===== config.mk =====
export PLATFORM = sky130hd
export DESIGN_NAME = line_steer_ctrl
export DESIGN_NICKNAME = d
export VERILOG_FILES = /design/src/rtl/line_steer_ctrl.sv
export SDC_FILE = /design/constraint.sdc
export NUM_CORES = 1
export LEC_CHECK = 0
export CAP_MARGIN = 20
export CORE_AREA = 2 2 110 85
export CTS_CLUSTER_SIZE = 10
export DETAILED_ROUTE_END_ITERATION = 12
export DIE_AREA = 0 0 112 87
export PLACE_DENSITY_LB_ADDON = 0.12
export REMOVE_ABC_BUFFERS = 1
export SLEW_MARGIN = 20
export SYNTH_ARGS = -nofsm -noshare
export SYNTH_HDL_FRONTEND = slang
export SYNTH_SLANG_ARGS = --single-unit

===== constraint.sdc =====
create_clock -name clk -period 3.9 [get_ports clk]
set_input_delay 0.78 -clock clk [delete_from_list [all_inputs] [get_ports clk]]
set_output_delay 0.78 -clock clk [all_outputs]
set_load 0.1 [all_outputs]

===== src/rtl/line_steer_ctrl.sv =====
// Line-follower steering controller: synchronises and debounces three sensor
// rows and drives a graded 4-bit steering code with a change strobe.
//
// state      | meaning
// -----------+-----------------------------------------------------------
// IDLE       | disabled, dir_code held at STOP
// TRACK      | code stable, watching for a sensor or direction change
// DEBOUNCE   | changed pattern must hold DEBOUNCE_CYC cycles
// DECIDE     | latch direction, classify the lead row
// INTERSECT  | lead row empty, steering from the mid row until exit/timeout
`timescale 1ns/1ps
module line_steer_ctrl #(
  parameter int SENS_W        = 2,
  parameter int DEBOUNCE_CYC  = 12_500_000,
  parameter int INTERSECT_CYC = 50_000_000,
  parameter int SYNC_STAGES   = 3,
  parameter int ACTIVE_LOW    = 1
) (
  input  logic              clk,
  input  logic              rst,
  input  logic [SENS_W-1:0] front,
  input  logic [SENS_W-1:0] mid,
  input  logic [SENS_W-1:0] rear,
  input  logic              direction,
  input  logic              enable,
  output logic [3:0]        dir_code,
  output logic              dir_valid,
  output logic              lost,
  output logic [2:0]        state_o
);

  localparam int HALF  = SENS_W / 2;
  localparam int ROW_W = 3 * SENS_W;
  localparam int DCW   = $clog2(DEBOUNCE_CYC) + 1;
  localparam int ICW   = $clog2(INTERSECT_CYC) + 1;
  localparam int PCW   = $clog2(SENS_W) + 1;

  localparam logic [3:0] C_PROCEED  = 4'b0000;
  localparam logic [3:0] C_VEER_L   = 4'b0101;
  localparam logic [3:0] C_HARD_L   = 4'b0110;
  localparam logic [3:0] C_NINETY_L = 4'b0111;
  localparam logic [3:0] C_VEER_R   = 4'b1001;
  localparam logic [3:0] C_HARD_R   = 4'b1010;
  localparam logic [3:0] C_NINETY_R = 4'b1011;
  localparam logic [3:0] C_STOP     = 4'b1111;

  typedef enum logic [2:0] {
    ST_IDLE      = 3'd0,
    ST_TRACK     = 3'd1,
    ST_DEBOUNCE  = 3'd2,
    ST_DECIDE    = 3'd3,
    ST_INTERSECT = 3'd4
  } state_t;

  state_t                             state, state_n;
  logic [DCW-1:0]                     cnt, cnt_n;
  logic [ICW-1:0]                     icnt, icnt_n;
  logic [ROW_W-1:0]                   snap, snap_n;
  logic [ROW_W-1:0]                   stable, stable_n;
  logic                               dir_lat, dir_lat_n;
  logic [3:0]                         code_n;
  logic                               lost_n;
  logic [SYNC_STAGES-1:0][ROW_W-1:0]  sync_q;
  logic [ROW_W-1:0]                   s_cur;
  logic [SENS_W-1:0]                  s_front, s_mid, s_rear;
  logic [SENS_W-1:0]                  lead, mid_m;
  logic                               dir_use;
  logic                               mid_lo, mid_hi;

  function automatic logic [SENS_W-1:0] bit_rev(input logic [SENS_W-1:0] v);
    logic [SENS_W-1:0] r;
    for (int i = 0; i < SENS_W; i++) r[i] = v[SENS_W-1-i];
    return r;
  endfunction

  function automatic logic [PCW-1:0] pop_half(input logic [HALF-1:0] v);
    logic [PCW-1:0] n;
    n = '0;
    for (int i = 0; i < HALF; i++) n = n + PCW'(v[i]);
    return n;
  endfunction

  // Lower half is the left side; more hits on the right half steers left.
  function automatic logic [3:0] classify(input logic [SENS_W-1:0] row);
    logic [PCW-1:0] nl, nr;
    logic [3:0]     c;
    nl = pop_half(row[HALF-1:0]);
    nr = pop_half(row[SENS_W-1:HALF]);
    c  = C_PROCEED;
    if (&row)         c = C_PROCEED;
    else if (nl < nr) c = (nr - nl == PCW'(1)) ? C_VEER_L : C_HARD_L;
    else if (nl > nr) c = (nl - nr == PCW'(1)) ? C_VEER_R : C_HARD_R;
    return c;
  endfunction

  always_ff @(posedge clk or posedge rst) begin
    if (rst) sync_q <= '0;
    else     sync_q <= {sync_q[SYNC_STAGES-2:0], {rear, mid, front}};
  end

  assign s_cur   = (ACTIVE_LOW != 0) ? ~sync_q[SYNC_STAGES-1] : sync_q[SYNC_STAGES-1];
  assign s_front = s_cur[SENS_W-1:0];
  assign s_mid   = s_cur[2*SENS_W-1:SENS_W];
  assign s_rear  = s_cur[3*SENS_W-1:2*SENS_W];

  // DECIDE classifies with the direction it is about to latch.
  assign dir_use = (state == ST_DECIDE) ? direction : dir_lat;
  assign lead    = dir_use ? s_front : bit_rev(s_rear);
  assign mid_m   = dir_use ? s_mid : bit_rev(s_mid);
  assign mid_lo  = |mid_m[HALF-1:0];
  assign mid_hi  = |mid_m[SENS_W-1:HALF];

  always_comb begin
    state_n   = state;
    cnt_n     = cnt;
    icnt_n    = icnt;
    snap_n    = snap;
    stable_n  = stable;
    dir_lat_n = dir_lat;
    code_n    = dir_code;
    lost_n    = lost;
    if (!enable) begin
      state_n   = ST_IDLE;
      code_n    = C_STOP;
      lost_n    = 1'b0;
      cnt_n     = '0;
      icnt_n    = '0;
      snap_n    = '0;
      stable_n  = '0;
      dir_lat_n = 1'b0;
    end else begin
      case (state)
        ST_IDLE: state_n = ST_TRACK;
        ST_TRACK: begin
          if (s_cur != snap || direction != dir_lat) begin
            state_n = ST_DEBOUNCE;
            snap_n  = s_cur;
            cnt_n   = '0;
          end
        end
        ST_DEBOUNCE: begin
          if (s_cur == stable && direction == dir_lat) begin
            state_n = ST_TRACK;
            snap_n  = stable;
          end else if (s_cur != snap) begin
            snap_n = s_cur;
            cnt_n  = '0;
          end else if (cnt == DCW'(DEBOUNCE_CYC - 1)) begin
            state_n = ST_DECIDE;
          end else begin
            cnt_n = cnt + DCW'(1);
          end
        end
        ST_DECIDE: begin
          dir_lat_n = direction;
          snap_n    = s_cur;
          stable_n  = s_cur;
          if (|lead) begin
            code_n  = classify(lead);
            state_n = ST_TRACK;
          end else begin
            code_n  = C_PROCEED;
            icnt_n  = '0;
            state_n = ST_INTERSECT;
          end
        end
        ST_INTERSECT: begin
          icnt_n = icnt + ICW'(1);
          if (&mid_m) begin
            code_n   = C_STOP;
            state_n  = ST_TRACK;
            snap_n   = s_cur;
            stable_n = s_cur;
          end else if (icnt == ICW'(INTERSECT_CYC - 1)) begin
            code_n   = C_STOP;
            lost_n   = 1'b1;
            state_n  = ST_TRACK;
            snap_n   = s_cur;
            stable_n = s_cur;
          end else if (direction != dir_lat) begin
            state_n = ST_DEBOUNCE;
            snap_n  = s_cur;
            cnt_n   = '0;
          end else if (|lead) begin
            state_n = ST_DECIDE;
          end else if (mid_lo && !mid_hi) begin
            code_n = C_NINETY_L;
          end else if (mid_hi && !mid_lo) begin
            code_n = C_NINETY_R;
          end else if (dir_code != C_NINETY_L && dir_code != C_NINETY_R) begin
            code_n = C_PROCEED;
          end
        end
        default: state_n = ST_IDLE;
      endcase
    end
  end

  always_ff @(posedge clk or posedge rst) begin
    if (rst) begin
      state     <= ST_IDLE;
      cnt       <= '0;
      icnt      <= '0;
      snap      <= '0;
      stable    <= '0;
      dir_lat   <= 1'b0;
      dir_code  <= C_STOP;
      dir_valid <= 1'b0;
      lost      <= 1'b0;
    end else begin
      state     <= state_n;
      cnt       <= cnt_n;
      icnt      <= icnt_n;
      snap      <= snap_n;
      stable    <= stable_n;
      dir_lat   <= dir_lat_n;
      dir_code  <= code_n;
      dir_valid <= (code_n != dir_code);
      lost      <= lost_n;
    end
  end

  assign state_o = state;

endmodule


After elaboration in Yosys (flattened, before gate mapping)
Cells that the tools add are included.

Div/mod/pow operators: 0. Equality and inequality tests: 34. Magnitude comparators: 2. Reductions and logical operators: 17. Bitwise operators: 1. Mux-type cells: 58. Add/subtract/negate cells: 4. Multiply operators: 0. Shift-type cells: 0.

Operators with widths (count): 2-to-1 mux 25 bit (8); one-hot mux 25 bit (3 select lines) (1); 2-to-1 mux 6 bit (10); 2-to-1 mux 27 bit (2); one-hot mux 27 bit (2 select lines) (1); 2-to-1 mux 4 bit (12); 2-to-1 mux 3 bit (10); adder 27 x 1 -> 27 bit (second input constant) (1); == test 27 x 26 -> 1 bit (second input constant) (1); adder 25 x 1 -> 25 bit (second input constant) (1); == test 25 x 24 -> 1 bit (second input constant) (1); != test 4 bit (second input constant) (6); one-hot mux 6 bit (4 select lines) (1); != test 3 bit (second input constant) (6); one-hot mux 3 bit (5 select lines) (1); one-hot mux 6 bit (2 select lines) (1); 2-to-1 mux 2 bit (4); one-hot mux 4 bit (2 select lines) (1); AND reduction 2 bit (4); AND reduction 4 bit (2); AND reduction 7 bit (1); == test 3 x 2 -> 1 bit (second input constant) (2); == test 6 bit (1); 2-to-1 mux 1 bit (6); other kinds (25) (32).

RAM bits: 0. ROM bits: 0. Register bits: 92. Bits in latches: 0. Output and inout port bits: 9. Memories kept: 0.

Longest topological paths before layout
Gate-level depths: netlist of run 1.

Word-level depth: 14. Gate-level depth with buffers: 13.

Least setup slack after synthesis of run 1
No wires, ideal clock.

Path kind: register to register. From: register state[0], in the netlist state_o[0]. To: register dir_valid. Setup time: 70 ps. Required time: 3830 ps. Arrival time: 3883 ps. Stages on the path, launching flop included: 14. Clock period less this slack: 3953 ps. Path buffers: 2. Setup slack: -53 ps. Cells stage by stage: dfrtp_1 buf_2 nand3b_1 mux2i_1 mux2i_1 inv_1 ha_1 clkbuf_1 nand3_1 a21oi_1 a31o_2 or4b_1 o21a_1 nand4_1.

Longest elaborated chain between the ends: 14. Elaborated cells on any way between the ends: 33.

RTL lines: from (decl) (RTL line 55) `state_t state, state_n;`; from (signal assigned) (RTL line 211) `state <= state_n;`; branches (longest 11 deep; another with subtractor 1 x 1 -> 2 bit); one-hot mux 4 bit (2 select lines) (*) (RTL line 132) `case (state)`; 2-to-1 mux 4 bit (*) (RTL line 122) `if (!enable) begin`; != test 4 bit (*) (RTL line 218) `dir_valid <= (code_n != dir_code);`; to (signal assigned) (RTL line 218); to (decl) (RTL line 27) `output logic dir_valid,`.

Every way passes the cells marked *. A chain may end at the register's enable or synchronous reset.

Worst setup path in the final report of run 1
From: input direction. To: register dir_valid.

Longest elaborated chain between the ends: 13. Elaborated cells on any way between the ends: 32.

RTL lines: from (decl) (RTL line 24) `input logic direction,`; branches (longest 10 deep; another with subtractor 1 x 1 -> 2 bit); one-hot mux 4 bit (2 select lines) (*) (RTL line 132); 2-to-1 mux 4 bit (*) (RTL line 122); != test 4 bit (*) (RTL line 218).

Marked as above.

==> results of run 1 <==
## flip-flops by register name, indices dropped and copies added (netlist names)
register,flops
lost,1
icnt,27
dir_lat,1
dir_valid,1
snap,6
stable,6
dir_code,4
state_o,3
cnt,25
sync_q,18
## cells in the mapped netlist, types with 2 or more instances
| master | number |
|---|---|
| a211oi_1 | 11 |
| dfstp_2 | 4 |
| nor3_1 | 16 |
| o211ai_1 | 4 |
| buf_2 | 7 |
| o21ai_0 | 35 |
| nand3_1 | 37 |
| a31oi_1 | 15 |
| nor2_1 | 50 |
| nand3b_1 | 3 |
| mux2i_1 | 3 |
| or4_1 | 3 |
| a21o_1 | 3 |
| xor2_1 | 28 |
| or3_1 | 2 |
| a31o_2 | 2 |
| nor4_1 | 9 |
| buf_1 | 3 |
| inv_1 | 10 |
| a211o_1 | 3 |
| nor3_4 | 2 |
| nand4_1 | 19 |
| nor3b_1 | 4 |
| xnor2_1 | 7 |
| nand2b_1 | 5 |
| o21ai_1 | 2 |
| mux2_1 | 7 |
| nand2_1 | 38 |
| clkbuf_1 | 18 |
| and2_1 | 3 |
| and3b_1 | 2 |
| o31ai_1 | 6 |
| a41oi_1 | 4 |
| o22ai_1 | 3 |
| dfrtp_1 | 88 |
| o311ai_1 | 2 |
| o21a_1 | 9 |
| a21oi_1 | 23 |
| and4_1 | 6 |
| and3_1 | 13 |
| ha_1 | 7 |
## per-layer routing
| layer | up-vias | GRT usage | share of wire |
|---|---|---|---|
| met5 | - | 0 | 0 |
| met4 | 0 | 0.0610 | 0.0090 |
| met3 | 11 | 0.0466 | 0.068 |
| met2 | 157 | 0.369 | 0.42 |
| met1 | 2104 | 0.398 | 0.50 |
| li1 | 2073 | - | - |
## worst max path at each step
stage	to	slack [ns]	cells after the start
floorplan	icnt[24]	-0.11	10
global placement	dir_valid	0.31	10
detailed placement	dir_valid	0.16	10
CTS	dir_valid	0.52	10
global route	dir_valid	0.35	10
finish	dir_valid	0.49	10
## power groups by stage
| stage | registers (uW) | clock network (uW) | logic, uW |
|---|---|---|---|
| global placement | 1050 | 0 | 421 |
| detailed placement | 1050 | 0 | 426 |
| floorplan | 1160 | 0 | 197 |
| CTS | 1040 | 876 | 427 |
| finish | 1040 | 856 | 429 |
| global route | 1040 | 918 | 463 |
## area by class of cell
class	count	area (um^2)
Clock buffer	11	233
Tap cell	112	140
Sequential cell	92	2310
Timing Repair Buffer	34	313
Inverter	10	38.8
Multi-Input combinational cell	416	2660
Clock inverter	5	60.1
Fill cell	713	3030
## logic make-up after synthesis
group,after synthesis,synth area share
simple gates,224,0.236
buf+inv,38,0.0296
xor+xnor,35,0.0599
mux,11,0.0235
fa+ha+maj,7,0.0171
flops,92,0.451
compound gates,139,0.184
## through the flow
stage | cells | hold WS, ns | setup WS, ns
3_5_place_dp | 664 | 0.335 | 0.163
3_3_place_gp | 664 | 0.331 | 0.312
5_1_grt | 680 | 0.354 | 0.352
4_1_cts | 680 | 0.349 | 0.521
2_1_floorplan | 518 | 0.331 | -0.107
6_report | 680 | 0.346 | 0.495
## worst max-delay path: stages
cell and delay, ns:
clkdlybuf4s50_1 0.51, mux2i_1 0.39, mux2_2 0.43, ha_1 0.35
nand3_1 0.16, a21oi_1 0.08, a31o_2 0.26, or4b_1 0.47
o21a_1 0.18, nand4_1 0.07
==> results.md, run 1 <==
- Clock latency on the worst-skew pair: 0.34 ns
- Layout area overhead: 12.4%
- Startpoint Class: input pin
- Crit path time final: 3.41 ns
- Max_cap viols: 0
- Final WL: 11700 um
- Reg-to-Reg End: dir_valid
- Final ANT Viol Nets: 0
- Clock transition at path regs: 0.06 ns
- First-pass GRT wire length: 20000 um
- Fin Clk Skew: 0.00652 ns
- Cell-internal power: 1640 uW
- Synth warn: 0
- Share of flip-flops with an asynchronous set or reset: 1.00
- Synth top area share: 0.430
- Number of global-route vias before repair: 3978
- Core area: 8780 um^2
- Std-Cell Rows: 30
- Hold Path Class: register to register
- Mapped cell area: 5120 um^2
- Initial DRC Count: 392
- Die area: 9740 um^2
- Crit. Startpoint: direction
- Global route overflow: 0
- Power per cell area: 403 nW/um^2
- Cell area after layout: 5750 um^2
- Crit path arrival time: 3.68 ns
- Psw: 685 uW
- Reg-to-reg startpoint: state_o[2]
- Die X: 112 um
- Hold endpoint: sync_q[16]
- Combinational share of power: 0.185
- Synth unique cells: 71
- HPWL after DPL: 8120 um
- Worst-Margin Slew: 0.970 ns
- Commonest non-fill, non-tap cell in the layout: dfrtp_1
- Max_slew headroom: 0.351
- Worst Hold Launch: sync_q[10]
- Reg2reg path depth: 10
- Area leader, netlist: dfrtp_1
- Root Buffer: clkbuf_16
- Clock share of power: 0.369
- Setup TNS: 0 ns
- Fraction of layout cells with a size suffix above 1: 0.0898
- Fin. Hold Viols: 0
- Resized cells post-CTS: 0
- Starting Density: 0.583
- Post-synth EDFFs: 0
- Diode count: 0
- Fmax: 294 MHz
- Layout Nets: 580
- Largest net degree at the start of global routing: 56
- Crit. End Element: register
- Power Total: 2320 uW
- Top area cells in the synthesized netlist: dfrtp_1, xor2_1, nor2_1
- Residual DRC: 0
- Commonest non-fill, non-tap cells in the layout: dfrtp_1, nor2_1, nand2_1
- #FFs+latches synth: 92
- Vias: 4345
- Vias/cell: 6.39
- Status: complete, no violations
- Register area share after synthesis: 0.451
- Cell count after synthesis: 546
- CTS max path bufs: 2
- CTS H-Tree Depth: 3
- Kind of critical path: input pin to register
- Pleak: 0.00240 uW
- CTS Sinks: 92
- Final core utilization: 0.655
- Worst path required time: 4.18 ns
- Critical path fanouts, max: 9
- RSZ-0062 raised after global routing: false
- # Post-CTS Setup Buffers: 0
- Final worst path period share: 0.873
- Reg power frac: 0.447
- Max VDD drop: 0.000433 V
- Initial antenna violation count: 0
- # setup viols final: 0
- Prevailing post-synth register cell: dfrtp_1
- Hold Buf Count CTS: 0
- Syn_area_per_cell: 9.38 um^2
- Reg2Reg Setup Slack: 0.63 ns
- Chip height: 87 um
- Avg WL per Cell: 17.2 um
- Sw frac: 0.295
- Port Buf Inserts: 18
- # IOs: 19
- Dpl cell area: 5460 um^2
- GRT Total Usage: 0.255
- Slew Viols, Final: 0
- CTS tree: built
- CTS Buf Count: 9
- Global placement routability congestion: 0.888
- WHS Path Cells: 0
- Detailed Routing Iterations Pass 1: 5
(Power assumes the default switching activity.)
==> run 2: changes to the inputs <==
Settings changed: HOLD_SLACK_MARGIN set to 0.1.
==> results of run 2 <==
Same layout as run 1: the final DEF is identical, and so are final timing and power.
==> run 3: changes to the inputs <==
Settings changed: ABC_AREA set to 1, CORE_AREA 2 2 110 85 to 2 2 113 88, DIE_AREA 0 0 112 87 to 0 0 115 90, PLACE_DENSITY_LB_ADDON 0.12 to 0.25.
==> run 3 against run 2 <==
- largest cell class unchanged
- clock power grew 9.9%
- clock skew grew 0.0029 ns
- sequential power grew 6%
- utilization fell by 0.54 points
- power is 20% higher
- register-to-register slack worse by 0.12 ns
- final cell count grew 25%
==> results.md, run 3 <==
- Status: complete, no violations
- Synth top area share: 0.405 (-0.0251)
- Register area share after synthesis: 0.424 (-0.0263)
- Commonest non-fill, non-tap cell in the layout: nand2_1
- Top-count cell post-synth: nand2_1
- Post-synth EDFFs: 0 (unchanged)
- CTS Buf Count: 9 (unchanged)
- Starting Density: 0.584 (+0.00123)
- RSZ-0062 raised after global routing: false
- Power Total: 2790 uW (+20%)
- Critical-path cell list: clkdlybuf4s50_1 > inv_1 > nand2_1 > nand2_1 > nand2_1 > o21ai_0 > inv_1 > ha_1 > inv_1 > nand2_1 > nand2_2 > nand2_4 > buf_4 > nand2_2 > nor3_4 > nand3_2 > nor2_4 > nand2_1 > a21oi_1 > o21ai_1 > inv_1
- Commonest non-fill, non-tap cells in the layout: nand2_1, dfrtp_1, inv_1
- Final core utilization: 0.650 (-0.00539)
- Max reg flops: 27 (unchanged)
- Core area: 9310 um^2 (+6.0%)
- Power per cell area: 462 nW/um^2 (+14%)
- Crit path time final: 3.45 ns (+0.0413 ns)
- Residual DRC: 0 (unchanged)
- Fin Clk Skew: 0.00943 ns (+0.00291 ns)
- Pleak: 0.00265 uW (+10%)
- Root Buffer: clkbuf_16
- Hold Path Class: register to register
- Syn_area_per_cell: 7.62 um^2 (-19%)
- Slew Viols, Final: 0 (unchanged)
- Initial DRC Count: 438 (+12%)
- Clock latency on the worst-skew pair: 0.34 ns (about the same)
- Port Buf Inserts: 18 (unchanged)
- # Post-CTS Setup Buffers: 0 (unchanged)
- Kind of critical path: input pin to register
- Vias/cell: 5.86 (-8.3%)
- Synth warn: 0 (unchanged)
- Die area: 10400 um^2 (+6.2%)
- Max_cap viols: 0 (unchanged)
- Critical path's slowest cell: clkdlybuf4s50_1
- Fin. Hold Viols: 0 (unchanged)
- Max incr delay on CP: 0.53 ns (+0.02 ns)
- Final worst path period share: 0.884 (+0.0106)
- CTS tree: built
- CTS max path bufs: 2 (unchanged)
- Die X: 115 um (+2.7%)
- Non-filler cells, final: 851 (+25%)
- Mapped cell area: 5440 um^2 (+6.2%)
- Chip height: 90 um (+3.4%)
- Max VDD drop: 0.000359 V (-17%)
- Fmax: 290 MHz (-1.2%)
- Avg WL per Cell: 15.9 um (-7.4%)
- Vias: 4984 (+15%)
- Layout Nets: 749 (+29%)
- Max_slew headroom: 0.342 (-0.00866)
- CTS H-Tree Depth: 3 (unchanged)
- Prevailing post-synth register cell: dfrtp_1
- CP most frequent cell: nand2_1
- Final WL: 13600 um (+16%)
- # setup viols final: 0 (unchanged)
- Worst-Margin Slew: 0.983 ns (+0.0130 ns)
- Crit path arrival time: 3.73 ns (+0.05 ns)
- Cell count after synthesis: 714 (+31%)
- Crit. End Element: register
- #FFs+latches synth: 92 (unchanged)
- Fraction of layout cells with a size suffix above 1: 0.0856 (-0.00419)
- Largest register by flop count: icnt
- CTS Sinks: 92 (unchanged)
- Share of flip-flops with an asynchronous set or reset: 1.00 (unchanged)
- Diode count: 0 (unchanged)
- Synth unique cells: 49 (-31%)
- Std-Cell Rows: 31 (+3.3%)
- Clock transition at path regs: 0.07 ns (about the same)
- Top area cells in the synthesized netlist: dfrtp_1, nand2_1, inv_1
- Dpl cells: 836 (+26%)
- Initial antenna violation count: 0 (unchanged)
- Area leader, netlist: dfrtp_1
- Worst path required time: 4.18 ns (about the same)
- HPWL after DPL: 9960 um (+23%)
- Hold Buf Count CTS: 0 (unchanged)
- Layout area overhead: 11.2%
- First-pass GRT wire length: 22800 um (+14%)
- Biggest regs: icnt (27), cnt (25), sync_q (18)
- Detailed Routing Iterations Pass 1: 5 (unchanged)
- Number of global-route vias before repair: 4653 (+17%)
- Resized cells post-CTS: 0 (unchanged)
- Commonest cells in the synthesized netlist: nand2_1, dfrtp_1, inv_1
- Startpoint Class: input pin
- Final ANT Viol Nets: 0 (unchanged)
- Critical path fanouts, max: 14 (+5)
- Global route overflow: 0 (unchanged)
- Largest net degree at the start of global routing: 38 (-32%)
- Global placement routability congestion: 0.937 (+5.6%)
- # IOs: 19 (unchanged)
- GRT Total Usage: 0.278 (+0.0227)
==> run 3: cell types whose count changed after synthesis, moves of 8 or more <==
cell	delta
inv_1	+74
o21ai_1	+20
a211oi_1	-10
nor2_1	+8
nand2_1	+138
o21ai_0	-10
a21oi_1	-8
clkbuf_1	-11
nand3_1	+23
nor3_1	+19
a31oi_1	-12
and3_1	-12
==> run 3: logic make-up (layout without fill, tap and decap cells) <==
group | after synthesis | in the layout | synth area share
AND/OR/NAND/NOR | 395 | 395 | 0.345
adder cells (fa/ha/maj) | 7 | 7 | 0.0161
XOR/XNOR | 27 | 27 | 0.0435
flip-flops | 92 | 92 | 0.424
buffers and inverters | 109 | 131 | 0.0835
AO/OA/AOI/OAI | 84 | 84 | 0.0879
==> run 3: per-layer routing <==
layer	up-vias	part of all wire	wire [um]	track usage
li1	2394	-	-	-
met1	2329	0.46	6260	0.430
met2	244	0.42	5750	0.383
met3	17	0.10	1370	0.0775
met4	0	0.012	166	0.0693
met5	-	0	0	0
==> run 3: per-stage QoR <==
step                cell area (um^2)  TNS [ns]  hold WS [ns]  setup WS, ns
global placement                5720         0         0.334         0.137
detailed placement              5720    -0.305         0.336       -0.0950
global route                    6050         0         0.364         0.272
floorplan                       5340         0         0.331         0.428
finish                          6050         0         0.352         0.454
CTS                             6040         0         0.352         0.263
==> run 3: path summary, 6_finish.rpt <==
path | from | to | slack (ns) | depth (start not counted)
worst max register to register | state_o[0] | icnt[20] | 0.51 | 20
worst max-delay path | direction | icnt[20] | 0.45 | 21
min in group asynchronous | rst | stable[2] | 0.84 | 2
worst min-delay path | sync_q[9] | sync_q[15] | 0.35 | 0
max in group asynchronous | rst | cnt[14] | 2.25 | 3
worst min register to register | sync_q[9] | sync_q[15] | 0.35 | 0
==> run 3: worst max-delay path, delay by kind of cell <==
| family | cells | cell delay (ns) |
|---|---|---|
| AND/OR/NAND/NOR | 11 | 1.32 |
| buffers and inverters | 6 | 1.06 |
| AO/OA/AOI/OAI | 3 | 0.39 |
| adder cells (fa/ha/maj) | 1 | 0.18 |
==> run 3: area by class of cell <==
cell class	count	area [um^2]
flip-flops and latches	92	2310
fillers	806	3260
clock buffers	9	225
inverters	92	357
well taps	115	144
multi-input cells	513	2680
repair buffers	24	238
clock inverters	6	97.6
==> run 3: report_power, final <==
group / internal (uW) / switching, uW
clock network: 567 / 374
logic: 194 / 562
registers: 1020 / 73.7
